[config.mk]
export PLATFORM = sky130hd
export DESIGN_NAME = apb_manager
export DESIGN_NICKNAME = d
export VERILOG_FILES = /design/src/rtl/apb_pkg.sv /design/src/rtl/apb_decoder.sv /design/src/rtl/apb_manager.sv
export SDC_FILE = /design/constraint.sdc
export NUM_CORES = 1
export LEC_CHECK = 0
export CORE_MARGIN = 2
export CORE_UTILIZATION = 28
export DETAILED_ROUTE_END_ITERATION = 10
export REMOVE_ABC_BUFFERS = 1
export SLEW_MARGIN = 20
export SYNTH_ARGS = -nofsm -noshare
export SYNTH_HDL_FRONTEND = slang
export SYNTH_SLANG_ARGS = --single-unit
[constraint.sdc]
create_clock -name clk -period 3.8 [get_ports clk]
set_input_delay 0.76 -clock clk [delete_from_list [all_inputs] [get_ports clk]]
set_output_delay 0.76 -clock clk [all_outputs]
set_load 0.01 [all_outputs]
[src/rtl/apb_pkg.sv]
// apb_pkg: shared types and default sizing for the APB manager slice.
package apb_pkg;

    // Transfer sequencing states of the manager
    typedef enum logic [1:0] {
        IDLE,
        SETUP,
        ACCESS,
        RESP
    } apb_state_e;

    // APB PPROT-style protection attributes
    typedef logic [3:0] apb_prot_t;

    localparam int unsigned APB_ADDR_WIDTH     = 32;
    localparam int unsigned APB_DATA_WIDTH     = 32;
    localparam int unsigned APB_PRPH_NUM       = 4;
    localparam int unsigned APB_REGION_BITS    = 12;
    localparam int unsigned APB_TIMEOUT_CYCLES = 16;

endpackage

[src/rtl/apb_decoder.sv]
// apb_decoder: maps a byte address onto one of PrphNum equally sized regions.
// Region index is addr >> RegionBits; indices at or beyond PrphNum miss.
module apb_decoder
    import apb_pkg::*;
#(
    parameter int unsigned AddrWidth  = APB_ADDR_WIDTH,
    parameter int unsigned PrphNum    = APB_PRPH_NUM,
    parameter int unsigned RegionBits = APB_REGION_BITS
) (
    input  logic [AddrWidth-1:0] addr,
    output logic [PrphNum-1:0]   sel,
    output logic                 hit
);

    logic [AddrWidth-1:0] index;

    // Region index, hit flag and one-hot lane select
    always_comb begin
        index = addr >> RegionBits;
        hit   = (index < AddrWidth'(PrphNum));
        sel   = '0;
        for (int unsigned i = 0; i < PrphNum; i++) begin
            sel[i] = (index == AddrWidth'(i));
        end
    end

endmodule

[src/rtl/apb_manager.sv]
// apb_manager: single-outstanding command-to-APB bridge.
// Optional feature: define APB_TIMEOUT_EN to bound the ACCESS phase to
// TimeoutCycles cycles; on expiry the transfer completes with an error.
module apb_manager
    import apb_pkg::*;
#(
    parameter int unsigned AddrWidth     = APB_ADDR_WIDTH,
    parameter int unsigned DataWidth     = APB_DATA_WIDTH,
    parameter int unsigned PrphNum       = APB_PRPH_NUM,
    parameter int unsigned RegionBits    = APB_REGION_BITS,
    parameter int unsigned TimeoutCycles = APB_TIMEOUT_CYCLES
) (
    input  logic                   clk,
    input  logic                   nReset,
    input  logic                   reqValid,
    output logic                   reqReady,
    input  logic [AddrWidth-1:0]   reqAddr,
    input  logic                   reqWrite,
    input  logic [DataWidth-1:0]   reqWData,
    input  logic [DataWidth/8-1:0] reqStrb,
    input  logic [3:0]             reqProt,
    output logic                   rspValid,
    input  logic                   rspReady,
    output logic [DataWidth-1:0]   rspRData,
    output logic                   rspError,
    output logic [AddrWidth-1:0]   apbAddr,
    output logic [3:0]             apbProt,
    output logic [PrphNum-1:0]     apbSel,
    output logic                   apbEnable,
    output logic                   apbWrite,
    output logic [DataWidth-1:0]   apbWData,
    output logic [DataWidth/8-1:0] apbStrb,
    input  logic                   apbReady,
    input  logic [DataWidth-1:0]   apbRData,
    input  logic                   apbSlvError
);

    localparam int unsigned StrbWidth = DataWidth / 8;

    // Elaboration-time parameter sanity checks
    if (DataWidth % 8 != 0) begin : g_bad_data_width
        $error("apb_manager: DataWidth must be a multiple of 8");
    end
    if (TimeoutCycles == 0) begin : g_bad_timeout
        $error("apb_manager: TimeoutCycles must be at least 1");
    end

    apb_state_e             state_q, state_d;
    logic [PrphNum-1:0]     dec_sel;
    logic                   dec_hit;
    logic                   capture;

    logic [AddrWidth-1:0]   addr_q;
    apb_prot_t              prot_q;
    logic                   write_q;
    logic [DataWidth-1:0]   wdata_q;
    logic [StrbWidth-1:0]   strb_q;
    logic [PrphNum-1:0]     sel_q;

    logic                   rsp_load;
    logic [DataWidth-1:0]   rsp_rdata_d, rdata_q;
    logic                   rsp_error_d, error_q;
    logic                   tmo_hit;

    apb_decoder #(
        .AddrWidth  (AddrWidth),
        .PrphNum    (PrphNum),
        .RegionBits (RegionBits)
    ) u_decoder (
        .addr (reqAddr),
        .sel  (dec_sel),
        .hit  (dec_hit)
    );

    assign reqReady = nReset && (state_q == IDLE);
    assign capture  = reqValid && reqReady;

`ifdef APB_TIMEOUT_EN
    localparam int unsigned CntWidth = $clog2(TimeoutCycles + 1);
    logic [CntWidth-1:0] tmo_cnt_q;

    // ACCESS-cycle counter, cleared whenever a new transfer enters SETUP
    always_ff @(posedge clk) begin
        if (!nReset) begin
            tmo_cnt_q <= '0;
        end else if (capture && dec_hit) begin
            tmo_cnt_q <= '0;
        end else if (state_q == ACCESS) begin
            tmo_cnt_q <= tmo_cnt_q + 1'b1;
        end
    end

    // Current ACCESS cycle is the TimeoutCycles-th one
    assign tmo_hit = (tmo_cnt_q == CntWidth'(TimeoutCycles - 1));
`else
    assign tmo_hit = 1'b0;
`endif

    // State register
    always_ff @(posedge clk) begin
        if (!nReset) begin
            state_q <= IDLE;
        end else begin
            state_q <= state_d;
        end
    end

    // Next-state and response-capture decisions
    always_comb begin
        state_d     = state_q;
        rsp_load    = 1'b0;
        rsp_rdata_d = '0;
        rsp_error_d = 1'b0;
        case (state_q)
            IDLE: begin
                if (reqValid) begin
                    if (dec_hit) begin
                        state_d = SETUP;
                    end else begin
                        state_d     = RESP;
                        rsp_load    = 1'b1;
                        rsp_error_d = 1'b1;
                    end
                end
            end
            SETUP: begin
                state_d = ACCESS;
            end
            ACCESS: begin
                // A ready peripheral wins over a simultaneous timeout
                if (apbReady) begin
                    state_d     = RESP;
                    rsp_load    = 1'b1;
                    rsp_rdata_d = write_q ? '0 : apbRData;
                    rsp_error_d = apbSlvError;
                end else if (tmo_hit) begin
                    state_d     = RESP;
                    rsp_load    = 1'b1;
                    rsp_error_d = 1'b1;
                end
            end
            RESP: begin
                if (rspReady) begin
                    state_d = IDLE;
                end
            end
            default: begin
                state_d = IDLE;
            end
        endcase
    end

    // APB request fields, latched only for decoded hits and held otherwise
    always_ff @(posedge clk) begin
        if (!nReset) begin
            addr_q  <= '0;
            prot_q  <= '0;
            write_q <= 1'b0;
            wdata_q <= '0;
            strb_q  <= '0;
            sel_q   <= '0;
        end else if (capture && dec_hit) begin
            addr_q  <= reqAddr;
            prot_q  <= reqProt;
            write_q <= reqWrite;
            wdata_q <= reqWData;
            strb_q  <= reqWrite ? reqStrb : '0;
            sel_q   <= dec_sel;
        end
    end

    // Response registers, held through RESP until accepted
    always_ff @(posedge clk) begin
        if (!nReset) begin
            rdata_q <= '0;
            error_q <= 1'b0;
        end else if (rsp_load) begin
            rdata_q <= rsp_rdata_d;
            error_q <= rsp_error_d;
        end
    end

    assign apbSel    = ((state_q == SETUP) || (state_q == ACCESS)) ? sel_q : '0;
    assign apbEnable = (state_q == ACCESS);
    assign apbAddr   = addr_q;
    assign apbProt   = prot_q;
    assign apbWrite  = write_q;
    assign apbWData  = wdata_q;
    assign apbStrb   = strb_q;
    assign rspValid  = (state_q == RESP);
    assign rspRData  = rdata_q;
    assign rspError  = error_q;

endmodule

* Word-level counts from Yosys, hierarchy flattened
Index checks and enable logic that the tools add are counted.
** Storage, ports and cells
- Flip-flop bits (word level) :: 112
- Input bits :: 111
- Output and inout bits :: 113
- Word-level logic and storage cells :: 42
** Operators by class
- Order comparisons :: 1
- Equality and inequality tests :: 9
- Mux-type cells :: 16
- Reductions and logical operators :: 7
** Operator list (count)
- 2-to-1 mux 32 bit :: 3
- equality test 20 x 2 -> 1 bit (second input constant) :: 2
- logical NOT 32 bit :: 1
- equality test 20 x 1 -> 1 bit (second input constant) :: 1
- less-than comparator 20 x 3 -> 1 bit (second input constant) :: 1
- 2-to-1 mux 2 bit :: 4
- 2-to-1 mux 4 bit :: 2
- one-hot mux 2 bit (4 select lines) :: 1
- equality test 2 bit (second input constant) :: 2
- 2-to-1 mux 1 bit :: 4
- != test 2 x 1 -> 1 bit (second input constant) :: 2
- one-hot mux 1 bit (2 select lines) :: 2
- logical AND 1 bit :: 3
- AND reduction 3 bit :: 1
- equality test 2 x 1 -> 1 bit (second input constant) :: 1
- logical NOT 2 bit :: 1
- != test 2 bit (second input constant) :: 1
- logical OR 1 bit :: 1

* Longest topological paths before layout
- Depth after elaboration :: 4
- Depth in mapped cells :: 8
- Depth with buffers taken out :: 6

* Cells and area by module
Synthesis repeated with hierarchy kept, for this count alone.
** Second synthesis, totals
- Cell total of the unflattened synthesis :: 522
- Area total of the unflattened synthesis :: 4316.6 um^2
** Modules (own cells, without submodules)
- apb_manager :: instances 1, cells each 508, area an instance 4217.8 um^2, seq. area each 2242.2 um^2
- apb_decoder :: instances 1, cells each 14, area an instance 98.8 um^2, seq. area each 0.0 um^2

* Worst setup path after synthesis
Ideal clock, no wire load.
- Path kind :: in2out
- Start :: input port nReset
- End :: output port reqReady
- Data arrival time :: 1.765 ns
- Required time :: 3.040 ns
- Slack :: 1.275 ns
- Cell stages on the path :: 4
- Path buffers :: 3
- Cell sequence :: clkbuf_1 -> clkbuf_1 -> buf_1 -> and2_1
** On the way
- Word-level cells in the longest chain between the ends :: 1
** RTL lines
- start: declaration :: RTL line apb_manager.sv:14 : input logic nReset,
- logical AND 1 bit :: RTL line apb_manager.sv:75 : assign reqReady = nReset && (state_q == IDLE);
- end: declaration :: RTL line apb_manager.sv:16 : output logic reqReady,
Every way passes these cells.

* Final worst setup path
- Start :: input port reqAddr[22]
- End :: register addr_q[18] (netlist: apbAddr[18])
** On the way
- Word-level cells in the longest chain between the ends :: 2
** RTL lines
- start: declaration :: RTL line apb_manager.sv:17 : input logic [AddrWidth-1:0] reqAddr,
- less-than comparator 20 x 3 -> 1 bit :: RTL line apb_decoder.sv:20 : hit = (index < AddrWidth'(PrphNum));
- logical AND 1 bit :: RTL line apb_manager.sv:162 : end else if (capture && dec_hit) begin
- end signal: assignment :: RTL line apb_manager.sv:163 : addr_q <= reqAddr;
- end: declaration :: RTL line apb_manager.sv:53 : logic [AddrWidth-1:0] addr_q;
Every way passes these cells.
A chain may end at the register's enable or synchronous reset.

==> flow_summary.json <==
{
  "ys_types": 29,
  "place_ws_ns": 0.6466,
  "antenna_found_initial": 0,
  "grt_max_degree": 78,
  "crit_required_ns": 4.04,
  "synth_compound_area_share_pct": 9.560,
  "yosysTopAreaCell": "dfxtp_1",
  "yosys-top-cells-count": "dfxtp_1 (112), nand2_1 (112), mux2i_1 (60), a21oi_1 (33)",
  "hold_viol": 0,
  "tritoncts": "yes",
  "diodes": 0,
  "fin_crit_sh_pct": 69.33,
  "p_total_uw": 2772,
  "grt_pass1_wl_um": 20530,
  "path_class": "in2reg",
  "drc": 0,
  "synth_area_um2": 4489,
  "status": "finished clean",
  "die-area_um2": 17060,
  "final_util_pct": 45.51,
  "ys_seq_area_share_pct": 49.94,
  "numCtsBuffers": 9,
  "fillCellCount": 1525,
  "htree_levels": 3,
  "synth_ff_type": "dfxtp_1",
  "grt_usage_pct": 15.19,
  "synth-seq-cells": 112,
  "antenna_left": 0,
  "synth_xor_area_share_pct": 0,
  "p_per_area_nw_per_um2": 386.2,
  "muxShareOfSynthArea_pct": 13.38,
  "p_leak_uw": 0.002951,
  "grt_overflow": 0,
  "layout_min_cycle_time_ns": 2.634,
  "cts_buffer_depth": 2,
  "place.gp.congestion": 0.7550,
  "maxSlewViolCount": 0,
  "fp-row-count": 46,
  "vias": 4238,
  "synth.area.top_cells": "dfxtp_1 (50%), mux2i_1 (13%), nand2_1 (9.4%), a22oi_1 (5.4%), nand4_1 (4.5%)",
  "skew_ns": 0.005445,
  "synth_fa_ha_area_share_pct": 1.115,
  "insertion_delay_ns": 0.35,
  "die_x_um": 130.6,
  "setup_violations": 0,
  "vias_per_cell": 4.683,
  "io_buffers": 223,
  "fin_nets": 799,
  "synthSimpleGateAreaFrac_pct": 21.46,
  "end_kind": "flop",
  "rsz0062_at_grt": "false",
  "max_slew_margin_pct": 43.24,
  "yosys.area.top_type_share_pct": 49.94,
  "max_freq_mhz": 379.6,
  "ir_drop_mv": 0.1754,
  "synth_top_family_by_area": "simple AND/OR/NAND/NOR gates",
  "wirelength_um": 13470,
  "io_pins": 224,
  "synthArstFlopShare_pct": 0,
  "ctsHoldBuffers": 0,
  "hold_path.class": "reg2reg",
  "drive_above_1_share_pct": 4.354,
  "drt_iter0_markers": 196,
  "cts_root_buf": "clkbuf_16",
  "wl_per_cell_um": 14.88,
  "die_h_um": 130.6,
  "crit_fanout": 77,
  "maxCapViolCount": 0,
  "numClockSinks": 112,
  "first_pass_iters": 4,
  "synth-edff-count": 0,
  "area_growth_syn_to_layout_pct": 59.87,
  "clkTransAtPathRegs_ns": 0.07,
  "fp.coreArea_um2": 15770,
  "setup_ws_ns": 1.166,
  "worst_slew_pin_slew_ns": 0.8513,
  "avgSynthCellArea_um2": 9.256,
  "crit_arrival_ns": 2.88,
  "yosys_warnings": 0,
  "synthCells": 485,
  "grt_pass1_vias": 4067,
  "cp-start-kind": "input pin",
  "initial_utilization_pct": 28.47,
  "dp_hpwl_um": 9368,
  "cts-resized-gates": 0,
  "post_cts_buffers": 0,
  "holdWs_ns": 0.4622
}
## report_power, final
group / internal, µW / switching, µW
registers: 1220 / 33.3
logic: 276 / 281
clock network: 532 / 428
total: 2030 / 743
## metrics by stage
step	cells	cell area [µm²]	setup TNS, ns
3_3_place_gp	889	6872	0
3_5_place_dp	889	6872	0
6_report	905	7177	0
2_1_floorplan	442	4297	-55.53
4_1_cts	905	7172	0
5_1_grt	905	7177	0
## worst paths after layout
path / startpoint / end / slack [ns] / depth (start not counted)
max: reqAddr[22] / apbAddr[18] / 1.17 / 6
min: apbStrb[0] / apbStrb[0] / 0.46 / 2
max reg2reg: state_q[0] / apbWData[24] / 1.81 / 7
min reg2reg: apbStrb[0] / apbStrb[0] / 0.46 / 2
## state kept, by name, summed over array words and instances (netlist names)
name      cells
rspError      1
state_q       2
apbAddr      32
apbStrb       4
sel_q         4
apbWrite      1
apbProt       4
rspRData     32
apbWData     32
## worst max-delay path, cell delays in order
cell             delay (ns)
clkdlybuf4s50_1        0.40
or4_4                  0.58
nor4b_4                0.31
nand3_4                0.10
buf_6                  0.30
and3_1                 0.32
## cell families (layout without fill, tap and decap cells)
kind of cell    Yosys count  count (layout)
flops                   112             112
buf+inv                  46             250
fa+ha+maj                 4               4
compound gates           68              68
simple gates            195             195
mux                      60              60
## cell usage in the layout, fill, tap and decap left out, drive strengths merged
cell type	synthesis	layout
clkdlybuf4s50	0	222
nand2	112	112
dfxtp	112	112
mux2i	60	60
a21oi	33	33
a22oi	32	32
nand4	32	32
and3	19	19
clkbuf	32	12
buf	11	9
and2	7	7
nand3	6	6
nor2b	4	4
ha	4	4
nor4	4	4
inv	3	3
nor2	3	3
nand3b	2	2
nor3	2	2
clkinvlp	0	2
or4	2	2
nor4b	1	1
or3	1	1
o211ai	1	1
o32ai	1	1
a21o	1	1
clkinv	0	1
bufinv	0	1
## metal layers
layer	up-vias	GRT usage [%]	share of wire (%)
li1	2105	-	-
met1	1926	18.61	42
met2	196	22.92	43
met3	11	7.695	13
met4	0	5.632	1.3
met5	-	0	0
## cell type report
cell class                      instances  area (µm²)  area share (%)
Timing Repair Buffer                  231        2293           31.96
Multi-Input combinational cell        327        2059           28.70
Inverter                                3       11.26          0.1569
Clock buffer                           12       246.5           3.434
Sequential cell                       112        2242           31.24
Clock inverter                          4       53.80          0.7497
Tap cell                              216       270.3           3.766
No activity file was read; power rests on OpenSTA's default activity.
